**config.mk**
```make
export PLATFORM = sky130hd
export DESIGN_NAME = ibex_noc_endpoint_flat
export DESIGN_NICKNAME = d
export VERILOG_FILES = /design/src/rtl/ibex_noc_endpoint_if.sv /design/src/rtl/ibex_noc_endpoint.sv /design/src/flat_wrapper.sv
export SDC_FILE = /design/constraint.sdc
export NUM_CORES = 1
export LEC_CHECK = 0
export BUFFER_PORTS_ARGS = -buffer_cell sky130_fd_sc_hd__buf_2
export CORE_ASPECT_RATIO = 1.75
export CORE_MARGIN = 2
export CORE_UTILIZATION = 53
export DETAILED_ROUTE_END_ITERATION = 10
export HOLD_SLACK_MARGIN = 0.08
export MAX_ROUTING_LAYER = met4
export PLACE_DENSITY = 0.87
export SETUP_SLACK_MARGIN = 0.4
export SYNTH_ARGS = -nofsm -noshare
export SYNTH_HDL_FRONTEND = slang
export SYNTH_SLANG_ARGS = --single-unit
```
**constraint.sdc**
```tcl
create_clock -name clk_i -period 1.89 [get_ports clk_i]
set_input_delay 0.378 -clock clk_i [delete_from_list [all_inputs] [get_ports clk_i]]
set_output_delay 0.378 -clock clk_i [all_outputs]
set_load 0.02 [all_outputs]
```
**src/rtl/ibex_noc_endpoint_if.sv**
```systemverilog
// ibex_noc_endpoint_if
// Bundles the core-side send/deliver signals and the two flit channels of a
// NoC endpoint. Signal names keep the endpoint's view (_i = into the
// endpoint, _o = out of the endpoint).
//   slave  : the endpoint itself
//   master : the core plus the network (the testbench drives this side)
interface ibex_noc_endpoint_if;
  // Core send side
  logic        core_req_i;
  logic        core_gnt_o;
  logic        core_valid_i;
  logic [1:0]  core_len_i;
  logic [31:0] core_data_i;
  logic [15:0] core_addr_i;
  logic [15:0] core_dest_i;
  logic [31:0] core_msg1_i;
  logic [31:0] core_msg2_i;
  logic [31:0] core_msg3_i;
  // Core delivery side
  logic        deliv_valid_o;
  logic [1:0]  deliv_len_o;
  logic [31:0] deliv_data_o;
  logic [15:0] deliv_addr_o;
  logic [31:0] deliv_msg1_o;
  logic [31:0] deliv_msg2_o;
  logic [31:0] deliv_msg3_o;
  // Network flit channels
  logic        tx_flit_valid_o;
  logic        tx_flit_ready_i;
  logic [33:0] tx_flit_o;
  logic        rx_flit_valid_i;
  logic        rx_flit_ready_o;
  logic [33:0] rx_flit_i;
  logic [7:0]  drop_cnt_o;

  modport slave (
    input  core_req_i, core_valid_i, core_len_i, core_data_i, core_addr_i,
           core_dest_i, core_msg1_i, core_msg2_i, core_msg3_i,
           tx_flit_ready_i, rx_flit_valid_i, rx_flit_i,
    output core_gnt_o, deliv_valid_o, deliv_len_o, deliv_data_o, deliv_addr_o,
           deliv_msg1_o, deliv_msg2_o, deliv_msg3_o,
           tx_flit_valid_o, tx_flit_o, rx_flit_ready_o, drop_cnt_o
  );

  modport master (
    output core_req_i, core_valid_i, core_len_i, core_data_i, core_addr_i,
           core_dest_i, core_msg1_i, core_msg2_i, core_msg3_i,
           tx_flit_ready_i, rx_flit_valid_i, rx_flit_i,
    input  core_gnt_o, deliv_valid_o, deliv_len_o, deliv_data_o, deliv_addr_o,
           deliv_msg1_o, deliv_msg2_o, deliv_msg3_o,
           tx_flit_valid_o, tx_flit_o, rx_flit_ready_o, drop_cnt_o
  );
endinterface

```
**src/rtl/ibex_noc_endpoint.sv**
```systemverilog
// ibex_noc_endpoint
// Serialises core messages into 34-bit flits (header, data, 0..3 extra words)
// and reassembles inbound flits into one-cycle delivery pulses. Inbound
// messages addressed to another core are optionally discarded and counted.
// Ports:
//   clk_i, rst_ni : clock, asynchronous active-low reset
//   core_id_i     : this endpoint's core number (quasi-static)
//   bus           : core send/deliver signals and tx/rx flit channels
// Flit format: header = {len, dest[15:0], addr[15:0]}; others = {2'b00, word}.
module ibex_noc_endpoint #(
  parameter logic DropForeign = 1'b1
) (
  input  logic                 clk_i,
  input  logic                 rst_ni,
  input  logic [15:0]          core_id_i,
  ibex_noc_endpoint_if.slave   bus
);

  // ---------------------------------------------------------------- TX path
  typedef enum logic [1:0] {TX_IDLE, TX_HDR, TX_DATA, TX_MSG} tx_state_e;

  tx_state_e   tx_state_q, tx_state_d;
  logic [1:0]  tx_len_q, tx_idx_q;
  logic [15:0] tx_dest_q, tx_addr_q;
  logic [31:0] tx_data_q;
  logic [31:0] tx_msg_q [1:3];
  logic        tx_gnt, tx_valid;
  logic [33:0] tx_flit;

  // NOTE: every signal written here gets a default first, so no path can
  // leave it unassigned and infer a latch.
  always_comb begin
    tx_state_d = tx_state_q;
    tx_gnt     = 1'b0;
    tx_valid   = 1'b0;
    tx_flit    = '0;
    unique case (tx_state_q)
      TX_IDLE: begin
        tx_gnt = bus.core_req_i & bus.core_valid_i;
        if (tx_gnt) tx_state_d = TX_HDR;
      end
      TX_HDR: begin
        tx_valid = 1'b1;
        tx_flit  = {tx_len_q, tx_dest_q, tx_addr_q};
        if (bus.tx_flit_ready_i) tx_state_d = TX_DATA;
      end
      TX_DATA: begin
        tx_valid = 1'b1;
        tx_flit  = {2'b00, tx_data_q};
        if (bus.tx_flit_ready_i) tx_state_d = (tx_len_q == 2'd0) ? TX_IDLE : TX_MSG;
      end
      TX_MSG: begin
        tx_valid = 1'b1;
        tx_flit  = {2'b00, tx_msg_q[tx_idx_q]};
        if (bus.tx_flit_ready_i && tx_idx_q == tx_len_q) tx_state_d = TX_IDLE;
      end
      default: tx_state_d = TX_IDLE;
    endcase
  end

  // NOTE: sequential state uses non-blocking assignments only, so every
  // register samples pre-edge values regardless of statement order.
  always_ff @(posedge clk_i or negedge rst_ni) begin
    if (!rst_ni) begin
      tx_state_q <= TX_IDLE;
      tx_len_q   <= '0;
      tx_idx_q   <= '0;
      tx_dest_q  <= '0;
      tx_addr_q  <= '0;
      tx_data_q  <= '0;
      // NOTE: the message buffer is a handful of flops, not a RAM, so it is
      // reset explicitly to keep stale payload from surviving a reset.
      for (int i = 1; i <= 3; i++) tx_msg_q[i] <= '0;
    end else begin
      tx_state_q <= tx_state_d;
      if (tx_gnt) begin
        tx_len_q    <= bus.core_len_i;
        tx_dest_q   <= bus.core_dest_i;
        tx_addr_q   <= bus.core_addr_i;
        tx_data_q   <= bus.core_data_i;
        tx_msg_q[1] <= bus.core_msg1_i;
        tx_msg_q[2] <= bus.core_msg2_i;
        tx_msg_q[3] <= bus.core_msg3_i;
      end
      // Index of the extra word being sent: 1 after the data flit, then +1.
      if (tx_state_q == TX_DATA && bus.tx_flit_ready_i) tx_idx_q <= 2'd1;
      else if (tx_state_q == TX_MSG && bus.tx_flit_ready_i) tx_idx_q <= tx_idx_q + 2'd1;
    end
  end

  assign bus.core_gnt_o      = tx_gnt;
  assign bus.tx_flit_valid_o = tx_valid;
  assign bus.tx_flit_o       = tx_flit;

  // ---------------------------------------------------------------- RX path
  typedef enum logic [2:0] {R_HDR, R_DATA, R_MSG, R_DROP, R_DELIVER} rx_state_e;

  rx_state_e   rx_state_q, rx_state_d;
  logic        rx_fire, rx_foreign;
  logic [1:0]  rx_len_q, rx_idx_q;
  logic [2:0]  rx_remaining_q;
  logic [15:0] rx_addr_q;
  logic [31:0] rx_data_q;
  logic [31:0] rx_msg_q [1:3];
  logic [7:0]  drop_cnt_q;
  // Last delivered message, shown while no delivery is in progress.
  logic [1:0]  hold_len_q;
  logic [15:0] hold_addr_q;
  logic [31:0] hold_data_q, hold_msg1_q, hold_msg2_q, hold_msg3_q;

  assign rx_fire    = bus.rx_flit_valid_i & (rx_state_q != R_DELIVER);
  assign rx_foreign = DropForeign & (bus.rx_flit_i[31:16] != core_id_i);

  always_comb begin
    rx_state_d = rx_state_q;
    unique case (rx_state_q)
      R_HDR:     if (rx_fire) rx_state_d = rx_foreign ? R_DROP : R_DATA;
      R_DATA:    if (rx_fire) rx_state_d = (rx_len_q == 2'd0) ? R_DELIVER : R_MSG;
      R_MSG:     if (rx_fire && rx_idx_q == rx_len_q) rx_state_d = R_DELIVER;
      R_DROP:    if (rx_fire && rx_remaining_q == 3'd1) rx_state_d = R_HDR;
      R_DELIVER: rx_state_d = R_HDR;
      default:   rx_state_d = R_HDR;
    endcase
  end

  always_ff @(posedge clk_i or negedge rst_ni) begin
    if (!rst_ni) begin
      rx_state_q     <= R_HDR;
      rx_len_q       <= '0;
      rx_idx_q       <= '0;
      rx_remaining_q <= '0;
      rx_addr_q      <= '0;
      rx_data_q      <= '0;
      for (int i = 1; i <= 3; i++) rx_msg_q[i] <= '0;
      drop_cnt_q     <= '0;
      hold_len_q     <= '0;
      hold_addr_q    <= '0;
      hold_data_q    <= '0;
      hold_msg1_q    <= '0;
      hold_msg2_q    <= '0;
      hold_msg3_q    <= '0;
    end else begin
      rx_state_q <= rx_state_d;
      unique case (rx_state_q)
        R_HDR: if (rx_fire) begin
          rx_len_q       <= bus.rx_flit_i[33:32];
          rx_addr_q      <= bus.rx_flit_i[15:0];
          rx_idx_q       <= 2'd1;
          // Data flit plus len extra flits remain after the header.
          rx_remaining_q <= {1'b0, bus.rx_flit_i[33:32]} + 3'd1;
          // Words beyond len must read zero on delivery.
          for (int i = 1; i <= 3; i++) rx_msg_q[i] <= '0;
        end
        R_DATA: if (rx_fire) rx_data_q <= bus.rx_flit_i[31:0];
        R_MSG: if (rx_fire) begin
          rx_msg_q[rx_idx_q] <= bus.rx_flit_i[31:0];
          rx_idx_q           <= rx_idx_q + 2'd1;
        end
        R_DROP: if (rx_fire) begin
          rx_remaining_q <= rx_remaining_q - 3'd1;
          if (rx_remaining_q == 3'd1 && drop_cnt_q != 8'hFF) drop_cnt_q <= drop_cnt_q + 8'd1;
        end
        R_DELIVER: begin
          hold_len_q  <= rx_len_q;
          hold_addr_q <= rx_addr_q;
          hold_data_q <= rx_data_q;
          hold_msg1_q <= rx_msg_q[1];
          hold_msg2_q <= rx_msg_q[2];
          hold_msg3_q <= rx_msg_q[3];
        end
        default: ;
      endcase
    end
  end

  // During the delivery cycle the freshly assembled message is shown
  // directly; afterwards the hold copy keeps it visible.
  logic delivering;
  assign delivering        = (rx_state_q == R_DELIVER);
  assign bus.deliv_valid_o = delivering;
  assign bus.deliv_len_o   = delivering ? rx_len_q    : hold_len_q;
  assign bus.deliv_addr_o  = delivering ? rx_addr_q   : hold_addr_q;
  assign bus.deliv_data_o  = delivering ? rx_data_q   : hold_data_q;
  assign bus.deliv_msg1_o  = delivering ? rx_msg_q[1] : hold_msg1_q;
  assign bus.deliv_msg2_o  = delivering ? rx_msg_q[2] : hold_msg2_q;
  assign bus.deliv_msg3_o  = delivering ? rx_msg_q[3] : hold_msg3_q;
  assign bus.rx_flit_ready_o = ~delivering;
  assign bus.drop_cnt_o      = drop_cnt_q;

endmodule

```
**src/flat_wrapper.sv**
```systemverilog
// flat-port wrapper written by rule: the top's interface ports become plain ports
module ibex_noc_endpoint_flat 
#(
  parameter logic DropForeign = 1'b1
)
  (clk_i, rst_ni, core_id_i, bus_core_req_i, bus_core_valid_i, bus_core_len_i, bus_core_data_i, bus_core_addr_i, bus_core_dest_i, bus_core_msg1_i, bus_core_msg2_i, bus_core_msg3_i, bus_tx_flit_ready_i, bus_rx_flit_valid_i, bus_rx_flit_i, bus_core_gnt_o, bus_deliv_valid_o, bus_deliv_len_o, bus_deliv_data_o, bus_deliv_addr_o, bus_deliv_msg1_o, bus_deliv_msg2_o, bus_deliv_msg3_o, bus_tx_flit_valid_o, bus_tx_flit_o, bus_rx_flit_ready_o, bus_drop_cnt_o);
  ibex_noc_endpoint_if bus_i ();
  input  logic clk_i;
  input  logic rst_ni;
  input  logic [15:0] core_id_i;
  input wire logic [$bits(bus_i.core_req_i)-1:0] bus_core_req_i;
  input wire logic [$bits(bus_i.core_valid_i)-1:0] bus_core_valid_i;
  input wire logic [$bits(bus_i.core_len_i)-1:0] bus_core_len_i;
  input wire logic [$bits(bus_i.core_data_i)-1:0] bus_core_data_i;
  input wire logic [$bits(bus_i.core_addr_i)-1:0] bus_core_addr_i;
  input wire logic [$bits(bus_i.core_dest_i)-1:0] bus_core_dest_i;
  input wire logic [$bits(bus_i.core_msg1_i)-1:0] bus_core_msg1_i;
  input wire logic [$bits(bus_i.core_msg2_i)-1:0] bus_core_msg2_i;
  input wire logic [$bits(bus_i.core_msg3_i)-1:0] bus_core_msg3_i;
  input wire logic [$bits(bus_i.tx_flit_ready_i)-1:0] bus_tx_flit_ready_i;
  input wire logic [$bits(bus_i.rx_flit_valid_i)-1:0] bus_rx_flit_valid_i;
  input wire logic [$bits(bus_i.rx_flit_i)-1:0] bus_rx_flit_i;
  output wire logic [$bits(bus_i.core_gnt_o)-1:0] bus_core_gnt_o;
  output wire logic [$bits(bus_i.deliv_valid_o)-1:0] bus_deliv_valid_o;
  output wire logic [$bits(bus_i.deliv_len_o)-1:0] bus_deliv_len_o;
  output wire logic [$bits(bus_i.deliv_data_o)-1:0] bus_deliv_data_o;
  output wire logic [$bits(bus_i.deliv_addr_o)-1:0] bus_deliv_addr_o;
  output wire logic [$bits(bus_i.deliv_msg1_o)-1:0] bus_deliv_msg1_o;
  output wire logic [$bits(bus_i.deliv_msg2_o)-1:0] bus_deliv_msg2_o;
  output wire logic [$bits(bus_i.deliv_msg3_o)-1:0] bus_deliv_msg3_o;
  output wire logic [$bits(bus_i.tx_flit_valid_o)-1:0] bus_tx_flit_valid_o;
  output wire logic [$bits(bus_i.tx_flit_o)-1:0] bus_tx_flit_o;
  output wire logic [$bits(bus_i.rx_flit_ready_o)-1:0] bus_rx_flit_ready_o;
  output wire logic [$bits(bus_i.drop_cnt_o)-1:0] bus_drop_cnt_o;
  assign bus_i.core_req_i = bus_core_req_i;
  assign bus_i.core_valid_i = bus_core_valid_i;
  assign bus_i.core_len_i = bus_core_len_i;
  assign bus_i.core_data_i = bus_core_data_i;
  assign bus_i.core_addr_i = bus_core_addr_i;
  assign bus_i.core_dest_i = bus_core_dest_i;
  assign bus_i.core_msg1_i = bus_core_msg1_i;
  assign bus_i.core_msg2_i = bus_core_msg2_i;
  assign bus_i.core_msg3_i = bus_core_msg3_i;
  assign bus_i.tx_flit_ready_i = bus_tx_flit_ready_i;
  assign bus_i.rx_flit_valid_i = bus_rx_flit_valid_i;
  assign bus_i.rx_flit_i = bus_rx_flit_i;
  assign bus_core_gnt_o = bus_i.core_gnt_o;
  assign bus_deliv_valid_o = bus_i.deliv_valid_o;
  assign bus_deliv_len_o = bus_i.deliv_len_o;
  assign bus_deliv_data_o = bus_i.deliv_data_o;
  assign bus_deliv_addr_o = bus_i.deliv_addr_o;
  assign bus_deliv_msg1_o = bus_i.deliv_msg1_o;
  assign bus_deliv_msg2_o = bus_i.deliv_msg2_o;
  assign bus_deliv_msg3_o = bus_i.deliv_msg3_o;
  assign bus_tx_flit_valid_o = bus_i.tx_flit_valid_o;
  assign bus_tx_flit_o = bus_i.tx_flit_o;
  assign bus_rx_flit_ready_o = bus_i.rx_flit_ready_o;
  assign bus_drop_cnt_o = bus_i.drop_cnt_o;
  ibex_noc_endpoint #(.DropForeign(DropForeign)) u_core (.clk_i(clk_i), .rst_ni(rst_ni), .core_id_i(core_id_i), .bus(bus_i));
endmodule
```
==> impl_metrics.toml, run 1 <==
[outcome]
status = "aborted with a tool error"
failing_step = "global routing"
error = "[ERROR GRT-0232] Routing congestion too high. Check the congestion heatmap in the GUI."

[clock_network]
cts_inserted_buffers = 43
cts.sinks = 474
clockBufferDepth = 3
ctsHtreeMaxLevel = 2
cts_root_buf = "clkbuf_16"

[floorplan]
row_count = 92
die_h_um = 257
die_w_um = 149
boundaryPins = 410
start_util_pct = 53.9

[synth]
ys_seq_elements = 474
ys.flop_type = "dfrtp_1"
synth_top_cell_by_area = "dfrtp_1"
syn_area_per_cell_sq_um = 12.0
synthCells = 1616
synth-async-reset-ratio_pct = 100
seq_area_frac_synth_pct = 61.1
synth_edf_count = 0
syn_nets = 1841
ys_warn_count = 0
synth_cell_types = 50
synth_top_cell_area_share_pct = 61.1
yosys-top-cells-area = "dfrtp_1, mux2_2, nand2_1"
syn_area_sq_um = 19400

[sta]
grt-worst-endpoint = "bus_tx_flit_o[25]"
endpoint_type = "top-level output"

[global_routing]
grt_start_max_net_pins = 79
grt.total_usage_pct = 72.6
overflow = 12
antenna_found_initial = 13

[placement]
dp_hpwl_um = 38600
gp_routability_congestion = 0.879
dp_slack_ns = -0.0678
dp.cells = 2470
portBuffers = 409
place_area_sq_um = 23300
## cell usage after synthesis (2+ instances only)
cell,number
a21o_1,33
a21oi_1,36
a22o_1,97
a22oi_1,32
and2_1,2
and3_1,6
buf_1,2
buf_2,45
buf_4,30
clkbuf_1,28
dfrtp_1,474
ha_1,7
inv_1,5
inv_2,2
mux2_1,52
mux2_2,194
mux2i_1,2
nand2_1,451
nand2b_1,2
nand3_1,3
nand3b_1,2
nand4_1,6
nor2_1,6
nor2b_1,5
o21ai_0,41
o21ai_2,3
o22ai_1,2
xnor2_1,23
xor2_1,4
## repair_timing
item / 4_1_cts
gates resized for setup: 495
setup buffers: 87
endpoints found under the hold margin: 235
pin swaps: 137
cloned: 28
setup endpoints to repair: 512
hold buffers: 138
## metrics by stage
stage	TNS, ns	hold WS, ns	utilization, %
4_1_cts	-122.07	0.0802	81.3
3_5_place_dp	-0.105	0.299	64.7
3_3_place_gp	0	0.294	64.7
2_1_floorplan	0	0.0824	-
## kinds of logic after synthesis
kind of cell,Yosys count,share of synthesized area (%)
buffers and inverters,112,3.04
adders and majority gates,7,0.451
and+or+nand+nor,497,10.4
muxes,248,14.4
xor gates and xnor gates,27,1.22
AOI/OAI and AO/OA,251,9.43
DFF,474,61.1
## metal layers
layer	GRT overflow	global-route usage, %
met2	3	91.0
met5	-	-
met3	0	50.5
met4	9	71.0
met1	0	71.1
==> run 2: changes to the inputs <==
--- a/config.mk
+++ b/config.mk
@@ -6,14 +6,10 @@
 export NUM_CORES = 1
 export LEC_CHECK = 0
 export BUFFER_PORTS_ARGS = -buffer_cell sky130_fd_sc_hd__buf_2
-export CORE_ASPECT_RATIO = 1.75
 export CORE_MARGIN = 2
-export CORE_UTILIZATION = 53
+export CORE_UTILIZATION = 38
 export DETAILED_ROUTE_END_ITERATION = 10
-export HOLD_SLACK_MARGIN = 0.08
-export MAX_ROUTING_LAYER = met4
-export PLACE_DENSITY = 0.87
-export SETUP_SLACK_MARGIN = 0.4
+export PLACE_DENSITY_LB_ADDON = 0.15
 export SYNTH_ARGS = -nofsm -noshare
 export SYNTH_HDL_FRONTEND = slang
 export SYNTH_SLANG_ARGS = --single-unit
==> run 2 against run 1 <==
The flow now finishes, with violations (negative setup slack). Synthesized cell count stayed put. Synthesized area did not move.
==> impl_metrics.toml, run 2 <==
[sta]
worstMarginPinSlew_ns = 0.696
period_share_pct = 137
relSlewSlack_pct = 53.2
rsz0062_at_grt = "true"
report.final.slew_viol_count = 0
setup_violations = 184
skew_ns = 0.0240
min_period_ns = 2.59
max_freq_mhz = 387
hold_violations = 0
hold_slack_ns = 0.0337
finalWorstSetupSlack_ns = -0.696

[power]
cellPowerDensity_nw_per_um2 = 1610
max-vdd-ir-drop_uv = 1220
leakage_nw = 16.2

[synth]
synth_top_cell_by_area = "dfrtp_1"
ys_seq_elements = 474
synth_compound_area_share_pct = 9.43
synthAdderAreaFrac_pct = 0.451
ys_warn_count = 0
synth.area.mux_share_pct = 14.4
seq_area_frac_synth_pct = 61.1
syn_area_sq_um = 19400
ys_top_cells_by_count = "dfrtp_1, nand2_1, mux2_2"
yosys.area_share.simple_pct = 10.4
syn_nets = 1841
synthCells = 1616
synth-async-reset-ratio_pct = 100
synth.most_common_cell = "dfrtp_1"
ys.flop_type = "dfrtp_1"
syn_area_per_cell_sq_um = 12.0
synth_cell_types = 50
synth_edf_count = 0
yosys-top-cells-area = "dfrtp_1, mux2_2, nand2_1"
synth_top_cell_area_share_pct = 61.1
synthXorXnorAreaFrac_pct = 1.22
synth_top_family_by_area = "multiplexers"

[floorplan]
die_area_sq_um = 52900
core-area_sq_um = 50300
start_util_pct = 38.6
row_count = 82
boundaryPins = 410
die_h_um = 230
die_w_um = 230

[worst_setup_path]
crit_chain = "buf_12 -> mux2_4 -> a22oi_2 -> a21oi_2 -> a21o_1 -> buf_2"
cp_slowest_cell = "dfrtp_2"
end_kind = "output pin"
path_max_fanout = 20
start_kind = "flip-flop"
arrival_ns = 2.21
crit_type = "reg2out"
worst_ep_required_time_ns = 1.51
max_stage_delay_ns = 0.42

[global_routing]
overflow = 0
grt_pass1_vias = 16300
antenna_found_initial = 4
grt.total_usage_pct = 23.9
grt_start_max_net_pins = 68
grt_pass1_wl_um = 97200

[clock_network]
cts_inserted_buffers = 53
worstSkewPairLatency_ns = 0.61
cts_tree = "yes"
clockBufferDepth = 3
ctsHtreeMaxLevel = 2
cts.sinks = 474
cts_root_buf = "clkbuf_16"
clk_pin_slew_worst_paths_ns = 0.06

[detailed_routing]
wire_per_inst_um = 22.7
wl_um = 69000
route.detailed.drc = 0
avgViaCountPerCell = 5.15
drt_iter0_drc = 851
vias = 15700
drtAntennaViolNets = 0
drt-pass1-iter-count = 5

[layout]
final_common_cell = "dfrtp_1"
layout.nets = 2547
layout-drive-gt1-share_pct = 57.2
syn_to_final_growth_pct = 63.0
largest_registers = "u_core.rx_msg_q x96, u_core.tx_msg_q x96"
fin_util_pct = 62.9
layout_common_cells = "dfrtp_1, nand2_4, buf_2"

[outcome]
status = "finished with violations"
violations = "negative setup slack"

[placement]
portBuffers = 409
dp_hpwl_um = 40100
gp_routability_congestion = 0.825

[worst_hold_path]
worst_hold_path_type = "in2reg"

[flow_run]
drv_cap = 0
[run 2: cell counts after synthesis]
Identical to the previous run, type by type.
[run 2: layout make-up]
class / count / area, sq um
timing repair buffer: 755 / 7380
clock inverter: 16 / 193
multi-input combinational: 1030 / 9750
fill: 3773 / 18600
clock buffer: 80 / 1550
antenna: 2 / 5.00
inverter: 7 / 33.8
tap: 672 / 841
timing repair inverter: 1 / 16.3
sequential: 474 / 11900
[run 2: worst paths after layout]
check | startpoint | endpoint | cells after the start | slack (ns)
worst max-delay path | u_core.tx_idx_q[1] | bus_tx_flit_o[2] | 6 | -0.70
worst min-delay path | bus_core_msg3_i[12] | u_core.tx_msg_q[12] | 2 | 0.03
worst max register to register | u_core.rx_state_q[1] | u_core.hold_msg3_q[2] | 11 | 0.03
worst min register to register | u_core.hold_msg2_q[11] | u_core.hold_msg2_q[11] | 2 | 0.47
max in group asynchronous | rst_ni | u_core.bus.drop_cnt_o[0] | 4 | 0.83
min in group asynchronous | rst_ni | u_core.tx_data_q[14] | 2 | 0.29
[run 2: per-stage QoR]
stage	setup slack (ns)	cell area, sq um	TNS [ns]	total power (W)	cells
floorplan	0.0316	19400	0	0.0265	1616
global placement	-0.257	22900	-2.92	0.0321	2670
detailed placement	-0.226	22900	-3.26	0.0326	2670
CTS	-0.715	28900	-101.24	0.0471	2969
global route	-0.764	31600	-108.65	0.0536	3036
finish	-0.696	31600	-95.40	0.0510	3037
[run 2: cells by family after synthesis]
group | count (synthesis)
compound gates | 251
xor+xnor | 27
fa+ha+maj | 7
buf+inv | 112
flops | 474
mux | 248
simple gates | 497
[run 2: per-layer routing]
layer,GRT usage (%),vias up,part of all wire [%]
met5,0,-,0.035
met3,5.05,118,6.2
li1,-,6972,-
met4,8.29,4,2.7
met2,39.8,498,50
met1,30.8,8063,41
[run 2: worst max-delay path: cells and delay by family (launching register included)]
family | cells | cell delay, ns
AO/OA/AOI/OAI | 3 | 0.49
flip-flops | 1 | 0.42
buffers and inverters | 2 | 0.37
multiplexers | 1 | 0.32
[run 2: report_power, final]
group / leakage (nW) / internal (W) / switching, W / total, W
Clock: 0.846 / 0.00606 / 0.00428 / 0.0103
Combinational: 9.29 / 0.0117 / 0.0115 / 0.0232
Sequential: 6.06 / 0.0144 / 0.00304 / 0.0175
Total: 16.2 / 0.0322 / 0.0189 / 0.0510
[run 2: timing repair]
action	4_1_cts	5_1_grt
resized for setup	597	567
hold endpoints to repair	133	0
cloned	22	20
pin swaps	143	232
setup endpoints to repair	184	191
hold buffers	106	0
setup buffers	75	67
(Power assumes the default switching activity.)
